--- src/rtl/pc_unit.sv ---
`default_nettype none
// ============================================================================
//  Module      : pc_unit
//  Description : Program-counter register and next-PC selection. Computes
//                sequential, branch, jump and register-jump targets, checks
//                each accepted target against the instruction-memory window,
//                and halts fetch (sticky pc_err) when a bad target is seen.
//
//  Ports
//    clk          in   1   clock, rising edge
//    reset        in   1   synchronous active-high reset
//    stall        in   1   hold PC this cycle
//    npc_op       in   2   00 seq, 01 branch, 10 jump, 11 register jump
//    branch_taken in   1   comparator result, used when npc_op = 01
//    imm          in  16   branch word offset
//    instr_index  in  26   jump index field
//    jr_target    in  32   register value for jr
//    PC           out 32   current PC (registered)
//    pc_plus4     out 32   PC + 4 (combinational, jal link value)
//    pc_err       out  1   sticky bad-target flag
//    instr_cnt    out 32   number of PC updates since reset
//
//  Revision    : 1.0  initial release
// ============================================================================
module pc_unit #(
    parameter logic [31:0] PC_RESET = 32'h0000_3000,
    parameter int          IM_WORDS = 1024
) (
    input  logic        clk,
    input  logic        reset,
    input  logic        stall,
    input  logic [1:0]  npc_op,
    input  logic        branch_taken,
    input  logic [15:0] imm,
    input  logic [25:0] instr_index,
    input  logic [31:0] jr_target,
    output logic [31:0] PC,
    output logic [31:0] pc_plus4,
    output logic        pc_err,
    output logic [31:0] instr_cnt
);

    localparam logic [0:0] c_st_run  = 1'b0;
    localparam logic [0:0] c_st_halt = 1'b1;

    localparam logic [1:0] c_op_seq = 2'b00;
    localparam logic [1:0] c_op_br  = 2'b01;
    localparam logic [1:0] c_op_j   = 2'b10;
    localparam logic [1:0] c_op_jr  = 2'b11;

    // Window bounds carried in 33 bits so the upper bound cannot wrap.
    localparam logic [32:0] c_win_lo = {1'b0, PC_RESET};
    localparam logic [32:0] c_win_hi = {1'b0, PC_RESET} + (33'(IM_WORDS) << 2);

    logic [0:0]  r_state;
    logic [31:0] r_pc;
    logic [31:0] r_cnt;
    logic        r_err;

    logic [0:0]  w_state_next;
    logic [31:0] w_pc_next;
    logic [31:0] w_cnt_next;
    logic        w_err_next;

    logic [31:0] w_pc_plus4;
    logic [31:0] w_br_off;
    logic [31:0] w_npc;
    logic        w_npc_valid;

    assign w_pc_plus4 = r_pc + 32'd4;
    assign w_br_off   = {{14{imm[15]}}, imm, 2'b00};

    // Next-PC candidate
    always_comb begin
        w_npc = w_pc_plus4;
        case (npc_op)
            c_op_seq: w_npc = w_pc_plus4;
            c_op_br:  w_npc = branch_taken ? (w_pc_plus4 + w_br_off) : w_pc_plus4;
            c_op_j:   w_npc = {w_pc_plus4[31:28], instr_index, 2'b00};
            c_op_jr:  w_npc = jr_target;
            default:  w_npc = w_pc_plus4;
        endcase
    end

    assign w_npc_valid = (w_npc[1:0] == 2'b00)
                      && ({1'b0, w_npc} >= c_win_lo)
                      && ({1'b0, w_npc} <  c_win_hi);

    // State register
    always_ff @(posedge clk) begin
        if (reset) begin
            r_state <= c_st_run;
            r_pc    <= PC_RESET;
            r_cnt   <= 32'd0;
            r_err   <= 1'b0;
        end else begin
            r_state <= w_state_next;
            r_pc    <= w_pc_next;
            r_cnt   <= w_cnt_next;
            r_err   <= w_err_next;
        end
    end

    // Next-state logic: HALT freezes everything; stall holds without checking.
    always_comb begin
        w_state_next = r_state;
        w_pc_next    = r_pc;
        w_cnt_next   = r_cnt;
        w_err_next   = r_err;
        case (r_state)
            c_st_run: begin
                if (!stall) begin
                    if (w_npc_valid) begin
                        w_pc_next  = w_npc;
                        w_cnt_next = r_cnt + 32'd1;
                    end else begin
                        w_err_next   = 1'b1;
                        w_state_next = c_st_halt;
                    end
                end
            end
            c_st_halt: begin
                w_state_next = c_st_halt;
            end
            default: begin
                w_state_next = c_st_halt;
            end
        endcase
    end

    // Outputs
    always_comb begin
        PC        = r_pc;
        pc_plus4  = w_pc_plus4;
        pc_err    = r_err;
        instr_cnt = r_cnt;
    end

endmodule
`default_nettype wire

--- config.mk ---
export PLATFORM = sky130hd
export DESIGN_NAME = pc_unit
export DESIGN_NICKNAME = d
export VERILOG_FILES = /design/src/rtl/pc_unit.sv
export SDC_FILE = /design/constraint.sdc
export NUM_CORES = 1
export LEC_CHECK = 0
export CAP_MARGIN = 20
export CORE_UTILIZATION = 50
export CTS_CLUSTER_SIZE = 16
export DETAILED_ROUTE_END_ITERATION = 8
export PLACE_DENSITY = 0.83
export SYNTH_ARGS = -nofsm -noshare
export SYNTH_HDL_FRONTEND = slang
export SYNTH_SLANG_ARGS = --single-unit
--- constraint.sdc ---
create_clock -name clk -period 6.5 [get_ports clk]
set_input_delay 1.3 -clock clk [delete_from_list [all_inputs] [get_ports clk]]
set_output_delay 1.3 -clock clk [all_outputs]
set_load 0.05 [all_outputs]
==> results of run 1 <==
## flip-flops by register name, indices dropped and copies added (netlist names)
name,cells
PC,32
instr_cnt,32
r_state,1
pc_err,1
## per-stage QoR
step                util [%]  cell area [um^2]
floorplan                  -              6690
global placement        66.2              8490
detailed placement      66.2              8490
CTS                     68.5              8780
global route            68.5              8780
finish                  68.5              8780
## where the power goes
part | total (uW) | leakage (uW) | internal (uW) | switching, uW
clock | 468 | 0.000141 | 288 | 180
combinational | 216 | 0.00282 | 99.0 | 117
sequential | 406 | 0.000532 | 406 | 0.741
## cells in the mapped netlist (6+ instances only)
cell type	instances	share of area, %
nor2_1	94	5.3
nand2_1	79	4.4
dfxtp_1	66	20
a21oi_1	53	4.0
clkbuf_1	41	2.3
nor2b_1	35	3.3
o21ai_0	35	2.6
and2_1	32	3.0
ha_1	32	6.0
mux2i_1	29	4.3
nand3_1	27	2.0
nand4_1	27	2.5
xnor2_1	25	3.3
and3_1	23	2.2
inv_1	18	1.0
nand3_2	16	2.4
xor2_1	16	2.1
mux2_2	14	2.4
mux2_4	14	3.1
a211oi_1	13	1.5
nor3_1	13	0.97
or3_1	11	1.0
o211ai_1	10	1.1
a21boi_0	9	1.0
nor4_1	9	0.84
a31oi_1	8	0.75
a21o_1	7	0.79
and4_1	7	0.92
nand2b_1	7	0.65
nor3b_1	7	0.79
mux2_1	6	1.0
o21a_1	6	0.67
o22ai_1	6	0.56
or4_1	6	0.67
## how the worst min path moves through the flow
stage                                    from                   to  slack, ns
after global placement    pc_err$_SDFFE_PP0P_  pc_err$_SDFFE_PP0P_       0.46
final                      PC[0]$_SDFFE_PP0P_   PC[0]$_SDFFE_PP0P_       0.50
after global routing      PC[31]$_SDFFE_PP0P_  PC[31]$_SDFFE_PP0P_       0.53
after floorplan            r_state$_SDFF_PP0_   r_state$_SDFF_PP0_       0.48
after CTS                  PC[0]$_SDFFE_PP0P_   PC[0]$_SDFFE_PP0P_       0.51
after detailed placement  pc_err$_SDFFE_PP0P_  pc_err$_SDFFE_PP0P_       0.50
## cells by family after synthesis
logic type               count (synthesis)  share of synthesized area, %
AND/OR/NAND/NOR                        410                          33.5
XOR/XNOR                                41                          5.37
buffers and inverters                   74                          5.05
flip-flops                              66                          19.7
AO/OA/AOI/OAI                          192                          19.2
adder cells (fa/ha/maj)                 33                          6.28
multiplexers                            63                          10.8
## metal layers
metal / GRT usage [%] / up-vias
li1: - / 3500
met1: 44.2 / 3378
met2: 50.8 / 391
met3: 6.73 / 63
met4: 13.7 / 0
met5: 0 / -
## layout make-up
class                           instances  area [um^2]
Fill cell                            1105         4040
Tap cell                              172          215
Clock buffer                           12          267
Sequential cell                        66         1320
Timing Repair Buffer                  189         1860
Multi-Input combinational cell        739         5030
Clock inverter                          4         25.0
Inverter                               18         67.6
==> impl_metrics.json, run 1 <==
{
  "floorplan.initialDensity_pct": 52.2,
  "detailedPlace.worstSlack_ns": 0.477,
  "final_clock_period_utilization_by_the_worst_path_pct": 94.5,
  "routed_wl_um": 23200,
  "design_power_total_uw": 1090,
  "setup.worst_path.class": "reg2reg",
  "min_period_ns": 6.14,
  "critical_path.endpoint": "PC[11]$_SDFFE_PP0P_",
  "mappedNetlistNets": 992,
  "rr_endpoint": "PC[11]$_SDFFE_PP0P_",
  "crit_path_start_kind": "flop",
  "cts_hold_buf": 0,
  "floorplan.core_area_um2": 12800,
  "grt_start_max_net_pins": 80,
  "setup_ws_ns": 0.358,
  "routed-wl-met2_um": 9950,
  "first_global_vias": 6747,
  "synthArstFlopShare_pct": 0,
  "postSynthCellCount": 879,
  "grt_antenna_before_repair": 0,
  "leak_pwr_uw": 0.00349,
  "worstHoldPathCells": 1,
  "clk_pin_slew_ns": 0.05,
  "postSynthAreaPerCell_um2": 7.61,
  "synth.cell_area_um2": 6690,
  "width_of_the_die_um": 118,
  "setup_viol": 0,
  "reg2reg_depth": 19,
  "synth_seq_area_share_pct": 19.7,
  "most_used_flip_flop_cell_after_synthesis": "dfxtp_1",
  "io_buffer_count": 176,
  "layout.cells.most_common_list": "173 x clkdlybuf4s50_1, 94 x nor2_1, 79 x nand2_1",
  "antenna-diode-count": 0,
  "cp_slowest_stage_delay_ns": 0.65,
  "most_common_cell_after_layout_fill_and_taps_aside": "clkdlybuf4s50_1",
  "worstPathMaxFanout": 21,
  "yosysWarningCount": 0,
  "worstReg2RegStart": "PC[2]$_SDFFE_PP0P_",
  "synthesis_stage_register_bit_count": 66,
  "regToRegSetupSlack_ns": 0.36,
  "wire_length_of_the_first_global_routing_pass_um": 36400,
  "drc_errors_left": 0,
  "postRouteAntennaNets": 0,
  "worst_path_max_delay_cell": "or4b_2",
  "nNetsFinal": 1136,
  "hold_class": "reg2reg",
  "worst-endpoint-arrival_ns": 6.40,
  "number_of_flops_mapped_to_enable_cells_by_yosys": 0,
  "drt_first_pass_iters": 5,
  "clock_sinks": 66,
  "cts_resized": 0,
  "timing.hold.ws_ns": 0.504,
  "std_cell_rows": 41,
  "cts_inserted_buffers": 9,
  "detail_route.wl_per_cell_um": 19.3,
  "synth.lib_cells_used.distinct": 78,
  "path_depth": 19,
  "io_pins": 177,
  "worstPathRequired_ns": 6.76,
  "setup_repair_after_global_routing_missed_its_margin": "false",
  "area_growth_syn_to_layout_pct": 31.3,
  "drive_above_1_share_pct": 9.24,
  "design.die.area_um2": 13800,
  "die-height_um": 118,
  "cp_top_family": "simple AND/OR/NAND/NOR gates",
  "gr-usage-all-layers_pct": 32.9,
  "worstSetupEndpointType": "flop",
  "clockBufferDepth": 2,
  "overflow": 0,
  "power_density_nw_per_um2": 124,
  "crit_start": "PC[2]$_SDFFE_PP0P_",
  "tightestPinTransition_ns": 0.883,
  "htree_num_levels": 3,
  "slew_headroom_pct": 39.6,
  "clock_root_buffer": "clkbuf_16",
  "place.gp.congestion": 1.01,
  "fin_setup_tns_ns": 0,
  "clock_skew_ns": 0.00840,
  "worst_vdd_drop_uv": 203,
  "dp_hpwl_um": 18100,
  "drv.max_cap_violation_count": 0,
  "outcome": "complete, no violations",
  "cts.repair_timing.setup_buffer_count": 0,
  "drv_slew": 0,
  "timing.fmax_mhz": 163,
  "critical_path_buf_inv_count": 3,
  "post-place-cells": 1184,
  "number_of_vias_per_cell": 6.11,
  "detailroute.wirelength.met3_um": 2100,
  "met1Wirelength_um": 10200,
  "drtIter0Drc": 733,
  "vias": 7332,
  "final_cells": 1200,
  "timing_hold_violations_final": 0,
  "top_layer": "met4",
  "worst_skew_pair.late_latency_ns": 0.34,
  "critical_path.cell_chain": "ha_1 -> inv_1 -> or4_1 -> or3_1 -> nand2_1 -> ha_1 -> a21oi_1 -> o21ai_0 -> a211oi_1 -> a21oi_1 -> or4b_2 -> nand3_1 -> nand4bb_1 -> a2111oi_4 -> and2_4 -> buf_12 -> buf_4 -> mux2i_1 -> nor2b_1",
  "cts_tree": "yes"
}
Power figures use the tool's default switching activity.
==> run 2: changes to the inputs <==
REMOVE_ABC_BUFFERS = 1   (was not set)
==> impl_metrics.json, run 2 (synthesized netlist as in run 1, its figures left out) <==
{
  "drv_slew": 0,
  "area_growth_syn_to_layout_pct": 31.3,
  "worstPathRequired_ns": 6.71,
  "htree_num_levels": 3,
  "timing_hold_violations_final": 0,
  "worst_vdd_drop_uv": 173,
  "io_buffer_count": 176,
  "cts_resized": 0,
  "n_fill_cell": 1066,
  "worst_skew_pair.late_latency_ns": 0.33,
  "clock_sinks": 66,
  "clk_pin_slew_ns": 0.05,
  "drtIter0Drc": 730,
  "dp_hpwl_um": 17700,
  "hold_class": "reg2reg",
  "leak_pwr_uw": 0.00350,
  "cts_hold_buf": 0,
  "drive_above_1_share_pct": 9.04,
  "cts_inserted_buffers": 9,
  "setup.worst_path.class": "reg2reg",
  "antenna-diode-count": 0,
  "first_global_vias": 6833,
  "outcome": "complete, no violations",
  "floorplan.initialDensity_pct": 52.2,
  "post-place-cells": 1184,
  "power_density_nw_per_um2": 125,
  "routed_wl_um": 22900,
  "clock_skew_ns": 0.00573,
  "worstSetupEndpointType": "flop",
  "die-height_um": 118,
  "layout.cells.most_common_list": "173 x clkdlybuf4s50_1, 94 x nor2_1, 79 x nand2_1",
  "width_of_the_die_um": 118,
  "std_cell_rows": 41,
  "drv.max_cap_violation_count": 0,
  "setup_viol": 0,
  "drc_errors_left": 0,
  "io_pins": 177,
  "overflow": 0,
  "postRouteAntennaNets": 0,
  "slew_headroom_pct": 44.0,
  "tightestPinTransition_ns": 0.819,
  "floorplan.core_area_um2": 12800,
  "grt_start_max_net_pins": 80,
  "final_clock_period_utilization_by_the_worst_path_pct": 96.7,
  "clockBufferDepth": 2,
  "vias": 7337,
  "cts.repair_timing.setup_buffer_count": 0,
  "crit_path_start_kind": "flop",
  "detail_route.wl_per_cell_um": 19.1,
  "place.gp.congestion": 0.998,
  "final_cells": 1201,
  "drt_first_pass_iters": 5,
  "gr-usage-all-layers_pct": 31.8,
  "min_period_ns": 6.29,
  "design.die.area_um2": 13800,
  "worstPathMaxFanout": 17,
  "setup_ws_ns": 0.212,
  "setup_repair_after_global_routing_missed_its_margin": "false",
  "grt_antenna_before_repair": 0,
  "cts_tree": "yes",
  "most_common_cell_after_layout_fill_and_taps_aside": "clkdlybuf4s50_1",
  "timing.fmax_mhz": 159,
  "wire_length_of_the_first_global_routing_pass_um": 35600,
  "detailedPlace.worstSlack_ns": 0.282,
  "fin_setup_tns_ns": 0,
  "number_of_vias_per_cell": 6.11,
  "worst-endpoint-arrival_ns": 6.50,
  "nNetsFinal": 1137,
  "clock_root_buffer": "clkbuf_16"
}
==> run 2: path summary, 6_finish.rpt <==
kind / endpoint / startpoint / slack (ns) / depth (start not counted)
worst max-delay path: instr_cnt[11]$_SDFFE_PP0P_ / PC[2]$_SDFFE_PP0P_ / 0.21 / 18
worst min-delay path: pc_err$_SDFFE_PP0P_ / pc_err$_SDFFE_PP0P_ / 0.49 / 2
worst max register to register: instr_cnt[11]$_SDFFE_PP0P_ / PC[2]$_SDFFE_PP0P_ / 0.21 / 18
worst min register to register: pc_err$_SDFFE_PP0P_ / pc_err$_SDFFE_PP0P_ / 0.49 / 2
==> run 2: layout make-up <==
class,count,area (um^2),share of cell area [%]
Sequential cell,66,1320,15.0
Timing Repair Buffer,189,1840,21.0
Inverter,18,67.6,0.769
Clock buffer,14,264,3.00
Tap cell,172,215,2.45
Multi-Input combinational cell,740,5040,57.4
Clock inverter,2,35.0,0.399
==> run 2: per-layer routing <==
layer	routed length [um]	track usage, %	vias to the layer above
met4	544	10.0	0
met1	9610	40.2	3461
met2	10800	53.6	323
li1	-	-	3507
met5	0	0	-
met3	1950	6.49	46
==> run 2: metrics by stage <==
step | hold slack, ns | instance area, um^2 | power (uW) | utilization, %
after floorplan | 0.479 | 6420 | 519 | -
after global placement | 0.455 | 8480 | 624 | 66.1
after detailed placement | 0.483 | 8480 | 625 | 66.1
after CTS | 0.499 | 8780 | 1100 | 68.5
after global routing | 0.524 | 8790 | 1150 | 68.5
final | 0.491 | 8790 | 1100 | 68.5
==> run 2: worst max-delay path, cell delays in order, from the launching register on <==
cell and delay, ns:
dfxtp_1 0.44, ha_1 0.40, inv_1 0.10, or4_1 0.63
or3_1 0.41, nand2_1 0.11, ha_1 0.34, a21oi_1 0.30
o21ai_0 0.24, a211oi_1 0.55, a21oi_1 0.16, or4b_2 0.66
nand3_1 0.10, nand4bb_1 0.16, a2111oi_4 0.52, and2_4 0.41
buf_4 0.23, nand3_2 0.07, mux2_1 0.33
==> run 2: power breakdown <==
part | switching [uW] | internal [uW]
combinational | 116 | 99.3
clock | 163 | 317
sequential | 0.698 | 406
total | 280 | 823
